$ cat src/rtl/cpu_isa_pkg.sv
// cpu_isa_pkg: shared ISA definitions for the pipelined instruction decoder.
//   Opcode field constants, destination register codes, reg_en bit indices,
//   source-select codes, NOP encodings, the decoded-control payload struct,
//   and small helper functions used by the decode logic.
package cpu_isa_pkg;

  localparam int unsigned OPC_W     = 8;
  localparam int unsigned REG_EN_W  = 9;
  localparam int unsigned SRC_SEL_W = 4;
  localparam int unsigned DST_W     = 3;

  // Opcode prefixes, matched against the top bits of the opcode byte
  localparam logic       OPC_LOAD = 1'b0;
  localparam logic [1:0] OPC_MOVE = 2'b10;
  localparam logic [2:0] OPC_ALU  = 3'b110;
  localparam logic [3:0] OPC_JMP  = 4'b1110;
  localparam logic [3:0] OPC_JNZ  = 4'b1111;

  // Destination / move-source register codes
  localparam logic [DST_W-1:0] DST_X0   = 3'd0;
  localparam logic [DST_W-1:0] DST_X1   = 3'd1;
  localparam logic [DST_W-1:0] DST_Y0   = 3'd2;
  localparam logic [DST_W-1:0] DST_Y1   = 3'd3;
  localparam logic [DST_W-1:0] DST_OREG = 3'd4;
  localparam logic [DST_W-1:0] DST_M    = 3'd5;
  localparam logic [DST_W-1:0] DST_I    = 3'd6;
  localparam logic [DST_W-1:0] DST_DM   = 3'd7;

  // Bit positions inside reg_en = {o_reg,dm,i,m,r,y1,y0,x1,x0}
  localparam int unsigned EN_X0   = 0;
  localparam int unsigned EN_X1   = 1;
  localparam int unsigned EN_Y0   = 2;
  localparam int unsigned EN_Y1   = 3;
  localparam int unsigned EN_R    = 4;
  localparam int unsigned EN_M    = 5;
  localparam int unsigned EN_I    = 6;
  localparam int unsigned EN_DM   = 7;
  localparam int unsigned EN_OREG = 8;

  localparam logic [REG_EN_W-1:0] REG_EN_ALL = '1;

  // source_sel codes above the plain register range 0..7
  localparam logic [SRC_SEL_W-1:0] SRC_IMM  = 4'd8;
  localparam logic [SRC_SEL_W-1:0] SRC_PINS = 4'd9;
  localparam logic [SRC_SEL_W-1:0] SRC_RST  = 4'd10;

  localparam logic [OPC_W-1:0] NOP_ENC0 = 8'hC8;
  localparam logic [OPC_W-1:0] NOP_ENC1 = 8'hCF;
  localparam logic [OPC_W-1:0] NOP_ENC2 = 8'hD8;
  localparam logic [OPC_W-1:0] NOP_ENC3 = 8'hDF;

  typedef struct packed {
    logic [REG_EN_W-1:0]  reg_en;
    logic [SRC_SEL_W-1:0] source_sel;
    logic                 i_sel;
    logic                 x_sel;
    logic                 y_sel;
    logic                 jmp;
    logic                 jmp_nz;
    logic                 nop;
  } dec_t;

  // Write enable for a destination code; dm writes also strobe i
  function automatic logic [REG_EN_W-1:0] dst_en(input logic [DST_W-1:0] dst);
    logic [REG_EN_W-1:0] en;
    en = '0;
    case (dst)
      DST_X0:   en[EN_X0]   = 1'b1;
      DST_X1:   en[EN_X1]   = 1'b1;
      DST_Y0:   en[EN_Y0]   = 1'b1;
      DST_Y1:   en[EN_Y1]   = 1'b1;
      DST_OREG: en[EN_OREG] = 1'b1;
      DST_M:    en[EN_M]    = 1'b1;
      DST_I:    en[EN_I]    = 1'b1;
      DST_DM: begin
        en[EN_DM] = 1'b1;
        en[EN_I]  = 1'b1;
      end
      default:  en = '0;
    endcase
    return en;
  endfunction

  function automatic logic is_nop(input logic [OPC_W-1:0] op);
    return op inside {NOP_ENC0, NOP_ENC1, NOP_ENC2, NOP_ENC3};
  endfunction

endpackage

$ cat src/rtl/isa_decode_comb.sv
// isa_decode_comb: pure combinational opcode -> datapath control decode.
//   op_i   in  OPC_W  opcode byte of the registered instruction
//   dec_o  out dec_t  raw reg enables, source select, x/y/i selects,
//                     jump strobes and NOP flag (not qualified by handshake)
module isa_decode_comb
  import cpu_isa_pkg::*;
(
  input  logic [OPC_W-1:0] op_i,
  output dec_t             dec_o
);

  logic [DST_W-1:0] ld_dst;
  logic [DST_W-1:0] mv_dst;
  logic [DST_W-1:0] mv_src;

  assign ld_dst = op_i[6:4];
  assign mv_dst = op_i[5:3];
  assign mv_src = op_i[2:0];

  // Opcode-prefix decode; i_sel is low only when i is the destination
  always_comb begin
    dec_o       = '0;
    dec_o.i_sel = 1'b1;
    if (op_i[7] == OPC_LOAD) begin
      dec_o.reg_en     = dst_en(ld_dst);
      dec_o.source_sel = SRC_IMM;
      dec_o.i_sel      = (ld_dst != DST_I);
    end else if (op_i[7:6] == OPC_MOVE) begin
      dec_o.reg_en = dst_en(mv_dst);
      // a move out of dm (src 7) also strobes i
      if (mv_src == DST_DM) begin
        dec_o.reg_en[EN_I] = 1'b1;
      end
      // o_reg source wins over the src==dst pin-read alias
      if (mv_src == DST_OREG) begin
        dec_o.source_sel = SRC_SEL_W'(mv_src);
      end else if (mv_src == mv_dst) begin
        dec_o.source_sel = SRC_PINS;
      end else begin
        dec_o.source_sel = SRC_SEL_W'(mv_src);
      end
      dec_o.i_sel = (mv_dst != DST_I);
    end else if (op_i[7:5] == OPC_ALU) begin
      dec_o.reg_en[EN_R] = 1'b1;
      dec_o.x_sel        = op_i[4];
      dec_o.y_sel        = op_i[3];
      dec_o.source_sel   = SRC_SEL_W'(op_i[2:0]);
    end else if (op_i[7:4] == OPC_JMP) begin
      dec_o.jmp = 1'b1;
    end else if (op_i[7:4] == OPC_JNZ) begin
      dec_o.jmp_nz = 1'b1;
    end
    dec_o.nop = is_nop(op_i);
  end

endmodule

$ cat src/rtl/instr_decoder_pipe.sv
// instr_decoder_pipe: one-stage pipelined instruction decoder.
//   Accepts instructions over instr_valid/instr_ready, holds one in a decode
//   register, and presents decoded controls to the datapath under out_ready
//   back-pressure. A taken jmp/jmp_nz squashes the next FLUSH_DEPTH accepted
//   instructions.
// Ports:
//   clk, sync_reset                 clock, synchronous active-high reset
//   instr, instr_valid, instr_ready fetch-side handshake
//   flag_nz                         ALU not-zero flag for jmp_nz
//   out_valid, out_ready            datapath-side handshake
//   ir, ir_nibble                   registered instruction and immediate field
//   reg_en, source_sel              write enables / source mux (reg_en fire-qualified)
//   i_sel, x_sel, y_sel             datapath mux selects
//   jmp, jmp_nz, nop                jump strobes (fire-qualified), NOP flag
//   instr_count, nop_count,
//   flush_count                     saturating statistics
// Build option: DECODER_STATS_EN enables the statistics counters; without it
//   the three count outputs are tied to zero.
module instr_decoder_pipe
  import cpu_isa_pkg::*;
#(
  parameter int unsigned INSTR_W     = 8,
  parameter int unsigned FLUSH_DEPTH = 1,
  parameter int unsigned CNT_W       = 16
) (
  input  logic                 clk,
  input  logic                 sync_reset,
  input  logic [INSTR_W-1:0]   instr,
  input  logic                 instr_valid,
  output logic                 instr_ready,
  input  logic                 flag_nz,
  output logic                 out_valid,
  input  logic                 out_ready,
  output logic [INSTR_W-1:0]   ir,
  output logic [INSTR_W-5:0]   ir_nibble,
  output logic [REG_EN_W-1:0]  reg_en,
  output logic [SRC_SEL_W-1:0] source_sel,
  output logic                 i_sel,
  output logic                 x_sel,
  output logic                 y_sel,
  output logic                 jmp,
  output logic                 jmp_nz,
  output logic                 nop,
  output logic [CNT_W-1:0]     instr_count,
  output logic [CNT_W-1:0]     nop_count,
  output logic [CNT_W-1:0]     flush_count
);

  localparam int unsigned LEFT_W   = 3;
  localparam logic        FLUSH_EN = (FLUSH_DEPTH != 0);
  localparam logic [0:0]  ST_RUN   = 1'b0;
  localparam logic [0:0]  ST_FLUSH = 1'b1;

  logic               out_valid_q, out_valid_d;
  logic [INSTR_W-1:0] ir_q, ir_d;
  logic [0:0]         state_q, state_d;
  logic [LEFT_W-1:0]  left_q, left_d;

  logic accept;
  logic fire;
  logic squash;
  logic taken;
  dec_t dec;

  assign instr_ready = ~sync_reset & (~out_valid_q | out_ready);
  assign accept      = instr_valid & instr_ready;
  assign fire        = out_valid_q & out_ready;
  assign squash      = accept & (state_q == ST_FLUSH);
  assign taken       = fire & (dec.jmp | (dec.jmp_nz & flag_nz));

  isa_decode_comb u_isa_decode_comb (
    .op_i  (ir_q[INSTR_W-1 -: OPC_W]),
    .dec_o (dec)
  );

  // Decode register: load on a non-squashed accept, empty on fire
  always_comb begin
    out_valid_d = out_valid_q;
    ir_d        = ir_q;
    if (accept && !squash) begin
      out_valid_d = 1'b1;
      ir_d        = instr;
    end else if (fire) begin
      out_valid_d = 1'b0;
    end
  end

  // Branch-shadow squash FSM; a fresh taken jump restarts the count
  always_comb begin
    state_d = state_q;
    left_d  = left_q;
    if (taken && FLUSH_EN) begin
      state_d = ST_FLUSH;
      left_d  = LEFT_W'(FLUSH_DEPTH);
    end else if ((state_q == ST_FLUSH) && accept) begin
      if (left_q == LEFT_W'(1)) begin
        state_d = ST_RUN;
        left_d  = '0;
      end else begin
        left_d  = left_q - LEFT_W'(1);
      end
    end
  end

  always_ff @(posedge clk) begin
    if (sync_reset) begin
      out_valid_q <= 1'b0;
      ir_q        <= '0;
      state_q     <= ST_RUN;
      left_q      <= '0;
    end else begin
      out_valid_q <= out_valid_d;
      ir_q        <= ir_d;
      state_q     <= state_d;
      left_q      <= left_d;
    end
  end

  assign out_valid = out_valid_q;
  assign ir        = ir_q;
  assign ir_nibble = ir_q[INSTR_W-5:0];

  // Datapath controls; reset forces the clear-all pattern
  always_comb begin
    reg_en     = fire ? dec.reg_en : '0;
    source_sel = dec.source_sel;
    i_sel      = dec.i_sel;
    x_sel      = dec.x_sel;
    y_sel      = dec.y_sel;
    jmp        = fire & dec.jmp;
    jmp_nz     = fire & dec.jmp_nz;
    nop        = dec.nop;
    if (sync_reset) begin
      reg_en     = REG_EN_ALL;
      source_sel = SRC_RST;
      i_sel      = 1'b0;
      x_sel      = 1'b0;
      y_sel      = 1'b0;
      jmp        = 1'b0;
      jmp_nz     = 1'b0;
      nop        = 1'b0;
    end
  end

`ifdef DECODER_STATS_EN
  logic [CNT_W-1:0] instr_cnt_q, instr_cnt_d;
  logic [CNT_W-1:0] nop_cnt_q, nop_cnt_d;
  logic [CNT_W-1:0] flush_cnt_q, flush_cnt_d;

  // Saturating event counters
  always_comb begin
    instr_cnt_d = instr_cnt_q;
    nop_cnt_d   = nop_cnt_q;
    flush_cnt_d = flush_cnt_q;
    if (fire && (instr_cnt_q != '1)) begin
      instr_cnt_d = instr_cnt_q + CNT_W'(1);
    end
    if (fire && dec.nop && (nop_cnt_q != '1)) begin
      nop_cnt_d = nop_cnt_q + CNT_W'(1);
    end
    if (squash && (flush_cnt_q != '1)) begin
      flush_cnt_d = flush_cnt_q + CNT_W'(1);
    end
  end

  always_ff @(posedge clk) begin
    if (sync_reset) begin
      instr_cnt_q <= '0;
      nop_cnt_q   <= '0;
      flush_cnt_q <= '0;
    end else begin
      instr_cnt_q <= instr_cnt_d;
      nop_cnt_q   <= nop_cnt_d;
      flush_cnt_q <= flush_cnt_d;
    end
  end

  assign instr_count = instr_cnt_q;
  assign nop_count   = nop_cnt_q;
  assign flush_count = flush_cnt_q;
`else
  assign instr_count = '0;
  assign nop_count   = '0;
  assign flush_count = '0;
`endif

endmodule

$ cat config.mk
export PLATFORM = sky130hd
export DESIGN_NAME = instr_decoder_pipe
export DESIGN_NICKNAME = d
export VERILOG_FILES = /design/src/rtl/cpu_isa_pkg.sv /design/src/rtl/isa_decode_comb.sv /design/src/rtl/instr_decoder_pipe.sv
export SDC_FILE = /design/constraint.sdc
export NUM_CORES = 1
export LEC_CHECK = 0
export ABC_CLOCK_PERIOD_IN_PS = 2000
export CAP_MARGIN = 10
export CORE_MARGIN = 4
export CORE_UTILIZATION = 40
export CTS_BUF_LIST = sky130_fd_sc_hd__clkbuf_2
export DETAILED_ROUTE_END_ITERATION = 8
export GPL_ROUTABILITY_DRIVEN = 0
export PLACE_DENSITY = 0.91
export SLEW_MARGIN = 25
export SYNTH_ARGS = -nofsm -noshare
export SYNTH_HDL_FRONTEND = slang
export SYNTH_SLANG_ARGS = --single-unit
$ cat constraint.sdc
create_clock -name clk -period 2 [get_ports clk]
set_input_delay 0.3 -clock clk [delete_from_list [all_inputs] [get_ports clk]]
set_output_delay 0.3 -clock clk [all_outputs]
set_load 0.005 [all_outputs]
==> flow_metrics.tcl <==
set metrics [dict create \
    status "finished clean" \
    setup_slack_ns 0.0539 \
    drv_cap 0 \
    synth.most_common_cell "buf_4" \
    cp-end-kind "primary output" \
    placed_cells 289 \
    path_class "reg2out" \
    n_antenna_cell 0 \
    grt_max_degree 17 \
    finalWorstPathRequiredPeriod_ns 1.95 \
    synth-seq-cells 13 \
    drive_above_1_share_pct 28.8 \
    initialDrtViolationCount 133 \
    nNetsFinal 273 \
    path_max_fanout 8 \
    ant_nets 0 \
    die_w_microns 68.7 \
    via_per_inst 5.13 \
    grt-ovfl-total 0 \
    pin_count 94 \
    ctsHoldBuffers 0 \
    total_power_mw 0.690 \
    synth_top_family_by_area "buffers and inverters" \
    start_util_pct 42.7 \
    finalSetupViolCount 0 \
    grt_pass1_wl_mm 6.29 \
    arrival_ns 1.65 \
    dp_hpwl_mm 3.12 \
    p_per_area_mw_per_mm2 330 \
    drc_errors 0 \
    cts_sinks 13 \
    synth-simple-area-share_pct 20.5 \
    wl_per_cell_microns 14.5 \
    ys_seq_area_share_pct 17.7 \
    synth_top_cell_area_share_pct 27.0 \
    synth_flop_cell "dfxtp_1" \
    cts_tree "built" \
    reg2regPathDepth 6 \
    synthToLayoutAreaGrowth_pct 42.1 \
    worstPathRequired_ns 1.70 \
    synth_mux_area_share_pct 0 \
    core_sq_mm 0.00344 \
    synth.area.top_cells "buf_4, dfxtp_1, o31ai_1" \
    drv_slew 0 \
    skew_ns 0.00125 \
    synthAdderAreaFrac_pct 1.70 \
    synth_edf_count 0 \
    syn-cell-area_sq_mm 0.00147 \
    cts_inserted_buffers 3 \
    antenna_found_initial 0 \
    synth_compound_area_share_pct 25.4 \
    fmaxAchievable_mhz 514 \
    synth_cell_types 40 \
    holdPathStages 3 \
    num_vias 1555 \
    pre_cts_ws_ns -0.190 \
    firstDrtPassIters 4 \
    clock_tree.buffer_depth 2 \
    synthArstFlopShare_pct 0 \
    period_share_pct 97.3 \
    syn_inst 195 \
    vdd_drop_max_v 0.000269 \
    path_clk_slew_ns 0.12 \
    syn_area_per_cell_sq_um 7.55 \
    min_path_type "in2reg" \
    clock_latency_ns 0.27 \
    rows 21 \
    drt_wl_total_mm 4.39 \
    p_leak_nw 0.940 \
    grt_pass1_vias 1316 \
    synth_xor_area_share_pct 1.79 \
    finalNonFillerCells 303 \
    ys_warn_count 0 \
    dieArea_sq_mm 0.00471 \
    grt_usage_pct 17.2 \
    hold_viol 0 \
    htreeDepth 1 \
    synth_common_cells "buf_4, a21oi_1, dfxtp_1, o31ai_1" \
    io_buffers 45 \
    clock_tree.root_cell "clkbuf_2" \
    yosys.area.top_type "buf_4" \
    rsz0062_at_grt "false" \
    die_y_microns 68.7 \
    cp-start-kind "register" \
]
[metal layers]
metal / global-route usage [%] / routed length [microns] / vias to the layer above
met5: 0 / 0 / -
met4: 5.96 / 37 / 0
met3: 1.30 / 347 / 6
met2: 30.4 / 2300 / 86
met1: 21.7 / 1710 / 741
li1: - / - / 722
[cell usage in the layout (no fill, tap or decap), types with 2 or more instances in the layout]
| cell | synthesis | final |
|---|---|---|
| dfxtp_4 | 0 | 6 |
| dfxtp_1 | 13 | 5 |
| a31o_2 | 4 | 4 |
| nor2b_2 | 1 | 3 |
| o31ai_1 | 13 | 12 |
| nand2_2 | 0 | 2 |
| ha_1 | 2 | 2 |
| nand2b_1 | 10 | 8 |
| clkdlybuf4s50_1 | 0 | 27 |
| nand4_1 | 10 | 10 |
| clkbuf_2 | 0 | 7 |
| nand2_1 | 5 | 3 |
| a21oi_1 | 14 | 14 |
| a21o_1 | 4 | 4 |
| dlymetal6s2s_1 | 0 | 6 |
| nand4b_1 | 2 | 2 |
| dlygate4sd2_1 | 0 | 8 |
| dfxtp_2 | 0 | 2 |
| a31oi_1 | 3 | 3 |
| nor2_1 | 7 | 6 |
| inv_1 | 6 | 5 |
| o32ai_2 | 0 | 2 |
| buf_6 | 0 | 2 |
| buf_4 | 53 | 31 |
| nand2b_4 | 0 | 2 |
| nor3_4 | 0 | 2 |
| nor3_1 | 5 | 2 |
| conb_1 | 1 | 48 |
| nor2b_1 | 5 | 3 |
[flip-flops by register name, indices dropped and copies added (netlist names)]
signal	cells
left_q	3
out_valid	1
ir	8
state_q	1
[through the flow]
| stage | cell area [sq um] | util [%] | setup TNS (ns) | hold WS (ns) |
|---|---|---|---|---|
| 2_1_floorplan | 1650 | - | 0 | 0.450 |
| 3_3_place_gp | 1860 | 54.1 | -1.25 | 0.480 |
| 3_5_place_dp | 1860 | 54.1 | -1.77 | 0.499 |
| 4_1_cts | 2000 | 58.2 | -0.00215 | 0.520 |
| 5_1_grt | 2090 | 60.7 | 0 | 0.520 |
| 6_report | 2090 | 60.7 | 0 | 0.519 |
[cells by family (layout without fill, tap and decap cells)]
group,after synthesis,after routing
compound gates,52,52
xor+xnor,3,3
fa+ha+maj,2,2
buf+inv,72,87
flops,13,13
other cells,1,48
simple gates,52,52
[final cells by class]
cell class / count / area (sq um)
inverter: 6 / 22.5
fill: 322 / 1350
sequential: 13 / 285
clock buffer: 4 / 20.0
timing repair buffer: 77 / 686
tap: 46 / 57.6
multi-input combinational: 157 / 1020
[critical path: stages, from the launching register on]
cell and delay, ns:
dfxtp_4 0.41, buf_4 0.12, nor2b_2 0.17, a21oi_1 0.10, o41ai_2 0.28, dlygate4sd2_1 0.29
[power breakdown]
part           switching [mW]  internal [mW]  total, mW
Clock                  0.0869         0.0530      0.140
Sequential             0.0149          0.264      0.279
Combinational           0.133          0.138      0.271
Total                   0.235          0.455      0.690
[final timing paths]
path,startpoint,end,slack [ns]
worst max-delay path,ir[7],reg_en[7],0.05
worst max register to register,ir[6],state_q,0.41
worst min register to register,left_q[2],left_q[2],0.52
worst min-delay path,sync_reset,ir[5],0.52
[timing repair]
| action | CTS | global route |
|---|---|---|
| buffers inserted | 5 | 5 |
| setup endpoints to repair | 19 | 10 |
| pin swaps | 1 | 4 |
| resized for setup | 43 | 22 |
No activity file was read; power rests on OpenSTA's default activity.
